File: src/rtl/bin2bcd_seq.sv
`default_nettype none
// ============================================================================
// Module   : bin2bcd_seq
// Purpose  : Sequential binary-to-BCD converter (iterative shift-and-add-3).
//            Converts one WIDTH-bit value per accepted start into DIGITS
//            BCD nibbles, one iteration per clock, WIDTH iterations total.
// Options  : `define LEADING_ZERO_BLANK_EN adds a registered per-digit
//            leading-zero blanking output (blank).
// Revision : 1.0 - initial release
// ============================================================================
module bin2bcd_seq #(
  parameter int WIDTH  = 8,
  parameter int DIGITS = 3
) (
  input  logic                  mclk,
  input  logic                  reset,
  input  logic                  start,
  input  logic [WIDTH-1:0]      bin,
  output logic                  busy,
  output logic                  done,
  output logic [4*DIGITS-1:0]   bcd
`ifdef LEADING_ZERO_BLANK_EN
  ,
  output logic [DIGITS-1:0]     blank
`endif
);

  localparam int CW = $clog2(WIDTH + 1);

  // True when DIGITS decimal digits can hold the largest WIDTH-bit value.
  function automatic bit range_ok();
    logic [127:0] p;
    p = 128'd1;
    for (int i = 0; i < DIGITS; i++) p = p * 128'd10;
    return p > ((128'd1 << WIDTH) - 128'd1);
  endfunction

  localparam bit RANGE_OK = range_ok();

  if (!RANGE_OK) begin : g_bad_params
    $error("bin2bcd_seq: DIGITS too small for WIDTH (need 10^DIGITS > 2^WIDTH-1)");
  end

  typedef enum logic [0:0] {
    IDLE  = 1'b0,
    SHIFT = 1'b1
  } state_t;

  state_t               state_q;
  logic [WIDTH-1:0]     shift_q;
  logic [4*DIGITS-1:0]  scratch_q;
  logic [CW-1:0]        cnt_q;
  logic [4*DIGITS-1:0]  bcd_q;
  logic                 busy_q;
  logic                 done_q;

  // Add-3 corrected scratch, and the next-iteration scratch/shift values.
  logic [4*DIGITS-1:0]  adj;
  logic [4*DIGITS-1:0]  scratch_d;
  logic [WIDTH-1:0]     shift_d;

  for (genvar gi = 0; gi < DIGITS; gi++) begin : g_add3
    logic [3:0] dig;
    assign dig            = scratch_q[4*gi +: 4];
    assign adj[4*gi +: 4] = (dig >= 4'd5) ? (dig + 4'd3) : dig;
  end

  // One shift of {scratch, shift register}; the scratch MSB never carries a
  // set bit because the digit count covers the full input range.
  assign scratch_d = {adj[4*DIGITS-2:0], shift_q[WIDTH-1]};
  assign shift_d   = shift_q << 1;

`ifdef LEADING_ZERO_BLANK_EN
  logic [DIGITS-1:0] dzero;
  logic [DIGITS-1:0] hz;
  logic [DIGITS-1:0] blank_d;
  logic [DIGITS-1:0] blank_q;

  // hz[i]: digit i and every higher digit of the finished result are zero.
  for (genvar gb = 0; gb < DIGITS; gb++) begin : g_blank
    assign dzero[gb] = (scratch_d[4*gb +: 4] == 4'd0);
    if (gb == DIGITS - 1) begin : g_top
      assign hz[gb] = dzero[gb];
    end else begin : g_chain
      assign hz[gb] = dzero[gb] & hz[gb+1];
    end
    if (gb == 0) begin : g_lsd
      assign blank_d[gb] = 1'b0;
    end else begin : g_upper
      assign blank_d[gb] = hz[gb];
    end
  end

  assign blank = blank_q;
`endif

  // Control FSM, datapath registers and registered outputs.
  always_ff @(posedge mclk) begin
    if (reset) begin
      state_q   <= IDLE;
      shift_q   <= '0;
      scratch_q <= '0;
      cnt_q     <= '0;
      bcd_q     <= '0;
      busy_q    <= 1'b0;
      done_q    <= 1'b0;
`ifdef LEADING_ZERO_BLANK_EN
      blank_q   <= '0;
`endif
    end else begin
      done_q <= 1'b0;
      case (state_q)
        IDLE: begin
          if (start) begin
            shift_q   <= bin;
            scratch_q <= '0;
            cnt_q     <= CW'(WIDTH);
            busy_q    <= 1'b1;
            state_q   <= SHIFT;
          end
        end
        SHIFT: begin
          scratch_q <= scratch_d;
          shift_q   <= shift_d;
          cnt_q     <= cnt_q - CW'(1);
          if (cnt_q == CW'(1)) begin
            bcd_q   <= scratch_d;
            done_q  <= 1'b1;
            busy_q  <= 1'b0;
            state_q <= IDLE;
`ifdef LEADING_ZERO_BLANK_EN
            blank_q <= blank_d;
`endif
          end
        end
        default: state_q <= IDLE;
      endcase
    end
  end

  assign busy = busy_q;
  assign done = done_q;
  assign bcd  = bcd_q;

endmodule
`default_nettype wire

File: config.mk
export PLATFORM = sky130hd
export DESIGN_NAME = bin2bcd_seq
export DESIGN_NICKNAME = d
export VERILOG_FILES = /design/src/rtl/bin2bcd_seq.sv
export SDC_FILE = /design/constraint.sdc
export NUM_CORES = 1
export LEC_CHECK = 0
export CORE_MARGIN = 3
export CORE_UTILIZATION = 53
export DETAILED_ROUTE_END_ITERATION = 10
export PLACE_DENSITY = 0.88
export SYNTH_ARGS = -nofsm -noshare
export SYNTH_HDL_FRONTEND = slang
export SYNTH_SLANG_ARGS = --single-unit
File: constraint.sdc
create_clock -name mclk -period 1.69 [get_ports mclk]
set_input_delay 0.169 -clock mclk [delete_from_list [all_inputs] [get_ports mclk]]
set_output_delay 0.169 -clock mclk [all_outputs]
set_load 0.01 [all_outputs]
After elaboration in Yosys (flattened, before gate mapping)
Index checks and enable logic that the tools add are counted.
W data, S select, Z words.
{"block": "classes", "add_sub_neg": 4, "order_cmp": 3, "n_eq_ne": 3, "mux": 16, "bitwise": 1, "n_reduce_logical": 3}
{"op": "$pmux W12 S2", "n": 1}
{"op": "$pmux W8 S2", "n": 1}
{"op": "$ge A4 B3 Y1 const B", "n": 3}
{"op": "$mux W12", "n": 1}
{"op": "$mux W4", "n": 3}
{"op": "$add A4 B2 Y4 const B", "n": 2}
{"op": "$mux W8", "n": 1}
{"op": "$pmux W4 S2", "n": 1}
{"op": "$mux W1", "n": 5}
{"op": "$eq A4 B1 Y1 const B", "n": 1}
{"op": "$pmux W1 S2", "n": 2}
{"op": "$reduce_and A2 Y1", "n": 2}
{"op": "$sub A4 B1 Y4 const B", "n": 1}
{"op": "$add A3 B2 Y3 const B", "n": 1}
{"op": "$mux W3", "n": 1}
{"op": "$ne A2 B1 Y1 const B", "n": 1}
{"op": "$ne A2 B2 Y1 const B", "n": 1}
{"op": "$reduce_or A2 Y1", "n": 1}
{"op": "$not A1 Y1", "n": 1}
{"block": "totals", "register_bits": 39, "inputBits": 11, "out_inout_bits": 14, "elab_cells": 37}

Depth between registers and ports, before layout
Gate-level depths: netlist of the first run.
{"block": "depth", "ltp_word": 3, "mapped_depth": 8, "mapped_depth_nobuf": 7}

Worst setup path before layout of the first run
No wires, ideal clock.
{"block": "synth_timing", "kind": "flip-flop to flip-flop", "startpoint": "register scratch_q[8]", "endpoint": "register scratch_q[10]", "setup_ps": 69, "arrival_time_ps": 1331, "t_required_ps": 1621, "slack_ps": 290, "path_stages_with_launch": 7, "n_path_buf": 0, "synth_period_minus_slack_ps": 1400, "cell_sequence": "dfxtp_1 inv_1 ha_1 nand2b_1 a21oi_1 mux2_1 o21ai_1"}
{"block": "synth_between", "elab_chain_cells": 3, "word_cells_on_any_way": 4, "classes_between": "add/sub (1); order compare (1); mux (2)"}
{"item": "from (decl)", "line": "51", "rtl": "logic [4*DIGITS-1:0] scratch_q;"}
{"item": "from (signal assigned)", "line": "123", "rtl": "scratch_q <= scratch_d;"}
{"item": "$ge A4 B3 Y1 or $add A3 B2 Y3 (tied branches)", "line": "65", "rtl": "assign adj[4*gi +: 4] = (dig >= 4'd5) ? (dig + 4'd3) : dig;"}
{"item": "$mux W3 *", "line": "65"}
{"item": "$pmux W12 S2 *", "line": "112", "rtl": "case (state_q)"}
Every way passes the cells marked *; elsewhere a longest branch is shown, timed or not.
A chain may end at the register's enable or synchronous reset.

Final worst setup path of the first run
Same ends and word-level chain as after synthesis.

==> results of run 1 <==
## stage by stage
| step | total power, mW | cells | setup slack, ns | TNS [ns] | area [sq um] |
|---|---|---|---|---|---|
| after floorplan | 1.10 | 185 | 0.290 | 0 | 1730 |
| after global placement | 1.15 | 252 | 0.0618 | 0 | 2030 |
| after detailed placement | 1.15 | 252 | -0.0417 | -0.0963 | 2030 |
| after CTS | 1.70 | 260 | 0.115 | 0 | 2100 |
| after global routing | 1.76 | 260 | 0.0438 | 0 | 2110 |
| final | 1.68 | 260 | 0.151 | 0 | 2110 |
## routing by layer
layer,global-route usage,wire length (um)
met3,0.0481,104
met1,0.204,1560
met5,0,0
met2,0.306,1590
met4,0.107,42
## registers in the layout, indices dropped and copies added, names as in the netlist
signal,count
shift_q,8
bcd,12
cnt_q,4
done,1
state_q,1
busy,1
scratch_q,12
## placed cells by master, fill, tap and decap left out, types with 2 or more instances in the layout
master | Yosys | final
clkbuf_8 | 0 | 2
xnor2_1 | 3 | 3
buf_4 | 2 | 8
inv_2 | 2 | 2
mux2i_1 | 10 | 10
a21oi_1 | 19 | 19
a32o_1 | 2 | 2
o2bb2ai_1 | 8 | 8
nor2_1 | 22 | 21
o21ai_1 | 10 | 10
nor3_1 | 8 | 8
clkbuf_4 | 0 | 5
clkdlybuf4s50_1 | 0 | 24
ha_1 | 8 | 7
dfxtp_1 | 39 | 39
a22o_1 | 3 | 3
nor3b_1 | 5 | 5
nand3_1 | 9 | 9
a21o_1 | 2 | 2
nand2b_1 | 6 | 5
nor2_2 | 1 | 2
inv_1 | 8 | 8
## cell families (layout without fill, tap and decap cells)
logic type / Yosys count / after routing / synth area share
and+or+nand+nor: 54 / 54 / 0.156
AOI/OAI and AO/OA: 50 / 50 / 0.192
DFF: 39 / 39 / 0.452
buffers and inverters: 19 / 50 / 0.0535
muxes: 12 / 12 / 0.0731
adders and majority gates: 8 / 8 / 0.0579
xor gates and xnor gates: 3 / 3 / 0.0152
## power groups by stage
| stage | clock (mW) | combinational (mW) | sequential (mW) |
|---|---|---|---|
| floorplan | 0 | 0.116 | 0.980 |
| global route | 0.596 | 0.193 | 0.968 |
| CTS | 0.560 | 0.174 | 0.962 |
| finish | 0.538 | 0.174 | 0.964 |
| detailed placement | 0 | 0.172 | 0.982 |
| global placement | 0 | 0.169 | 0.982 |
## area by class of cell
cell class | instances | area (sq um) | area share
clock buffer | 8 | 68.8 | 0.0326
sequential | 39 | 781 | 0.370
inverter | 10 | 37.5 | 0.0178
multi-input combinational | 127 | 870 | 0.412
tap | 44 | 55.1 | 0.0261
timing repair buffer | 32 | 300 | 0.142
## critical path, cell delays in order (launching register included)
cell	delay (ns)
dfxtp_1	0.35
inv_1	0.10
ha_2	0.23
nand2b_1	0.06
a21oi_1	0.23
mux2_1	0.37
o21ai_1	0.14
## Yosys cell counts
master | number | area [sq um]
nor3_2 | 1 | 10.0
ha_1 | 8 | 100
a21oi_1 | 19 | 95.1
xnor2_1 | 3 | 26.3
o21ai_1 | 10 | 50.1
clkbuf_1 | 1 | 3.75
mux2_4 | 1 | 15.0
inv_1 | 8 | 30.0
a311oi_1 | 1 | 8.76
nor2_1 | 22 | 82.6
mux2i_1 | 10 | 100
inv_2 | 2 | 7.51
nand3b_1 | 1 | 7.51
o21ai_0 | 1 | 5.00
dfxtp_1 | 39 | 781
buf_4 | 2 | 15.0
o31a_1 | 1 | 8.76
nand3_1 | 9 | 45.0
buf_2 | 5 | 25.0
o2bb2ai_1 | 8 | 70.1
a32o_1 | 2 | 20.0
o21ai_2 | 1 | 8.76
nor2_2 | 1 | 6.26
nor3_1 | 8 | 40.0
mux2_1 | 1 | 11.3
o21ba_1 | 1 | 10.0
nand2_1 | 1 | 3.75
buf_6 | 1 | 11.3
nor3b_1 | 5 | 37.5
a21o_1 | 2 | 15.0
a22o_1 | 3 | 26.3
nand2b_1 | 6 | 37.5
o2bb2ai_2 | 1 | 15.0
## repair_timing
action,4_1_cts,5_1_grt
endpoints found under the hold margin,0,0
resized for setup,1,3
setup buffers,0,0
setup endpoints to repair,3,5
## worst min path at each step
stage                       from    endpoint  slack (ns)  depth (start not counted)
after floorplan            start     state_q        0.36                          2
after global placement    bcd[8]      bcd[8]        0.45                          1
after detailed placement  bcd[3]      bcd[3]        0.45                          1
after CTS                 bin[0]  shift_q[0]        0.42                          3
after global routing      bin[0]  shift_q[0]        0.45                          3
final                     bin[0]  shift_q[0]        0.44                          3
==> flow_summary.toml, run 1 <==
[synth]
synth.avg_cell_area_sq_um = 9.35
syn_area_sq_um = 1730
synth_cell_types = 33
synth-seq-cells = 39
yosysSeqAreaShare = 0.452
synth_cells = 185
yosys_warnings = 0
syn_nets = 204

[placed_design]
dp_hpwl_mm = 2.28
gp_congestion = 0.836
portBuffers = 24

[drt]
ant_nets = 0
first_iter_violations = 54
vias_per_cell = 5.38
routed_wl_mm = 3.30
drt_first_pass_iters = 4
routedWlPerCell_um = 12.7
drc = 0
via_count = 1400

[pwr]
p_clk_frac = 0.321
combPwrFrac = 0.104
p_int_mw = 1.27
p_sw_frac = 0.243
p_sw_uw = 407
ir_drop_v = 0.000555
p_leak_nw = 0.790
powerDensity_nw_per_um2 = 794
p_seq_frac = 0.575

[sta]
fin_skew_ns = 0.00620
rsz0062_at_grt = "no"
hold_ws_ns = 0.444
finalSetupViolCount = 0
post-route-min-period_ns = 1.54
max_freq_mhz = 650
hold_violations = 0
drv_slew = 0
worst_slew_pin_slew_ns = 0.574
max_slew_margin = 0.617
fin_crit_sh = 0.910

[critical_path]
worst-path-max-fanout = 5
r2r_slack_ns = 0.15
r2r-start = "scratch_q[8]"
critPathArrivalTime_ns = 1.83
path_class = "flop to flop"
reg2reg_depth = 6
cp-end-kind = "flop"
cp-startpoint = "scratch_q[8]"
r2r_end = "scratch_q[10]"
cp-start-kind = "flop"
critical_path_required_ns = 1.98
critPathCapture = "scratch_q[10]"

[clock_tree]
clk_path_buf_depth = 2
cts_sinks = 39
cts_htree_levels = 2
clk_pin_slew_ns = 0.11
clockRootBuffer = "clkbuf_4"
numCtsBuffers = 5
cts-hold-fix-buffers = 0
cts_tree = "done"
clk_latency_ns = 0.35

[floorplanning]
num_io_pins = 25
rows = 20
core_sq_um = 3080
die_h_um = 63.1
die-area_sq_um = 3980
die_w_um = 63.1
initial_core_util = 0.562

[cells_and_area]
n_antenna_cell = 0
drive_above_1_share = 0.116
areaGrowthSynthToFinish_pct = 22.1
final_core_utilization = 0.686
fillerInstances = 239
final_nets = 234

[status]
outcome = "complete, no violations"

[global_route]
grt_pass1_vias = 1351
grt.total_usage = 0.181
antenna_found_initial = 0
grt_overflow_total = 0
grt_max_degree = 29
grt_pass1_wl_mm = 5.66

[min_path]
hold_path_class = "input port to flop"

[run]
drv_cap = 0
Power figures use the tool's default switching activity.
==> run 2, diff against run 1 <==
--- a/config.mk
+++ b/config.mk
@@ -8,6 +8,8 @@
 export CORE_MARGIN = 3
 export CORE_UTILIZATION = 53
 export DETAILED_ROUTE_END_ITERATION = 10
+export GPL_ROUTABILITY_DRIVEN = 0
+export MAX_ROUTING_LAYER = met4
 export PLACE_DENSITY = 0.88
 export SYNTH_ARGS = -nofsm -noshare
 export SYNTH_HDL_FRONTEND = slang
==> results of run 2 <==
No change in the layout: final DEF, timing and power equal those of run 1.
Main changes from that run: overall routing resource usage 0.181 -> 0.186
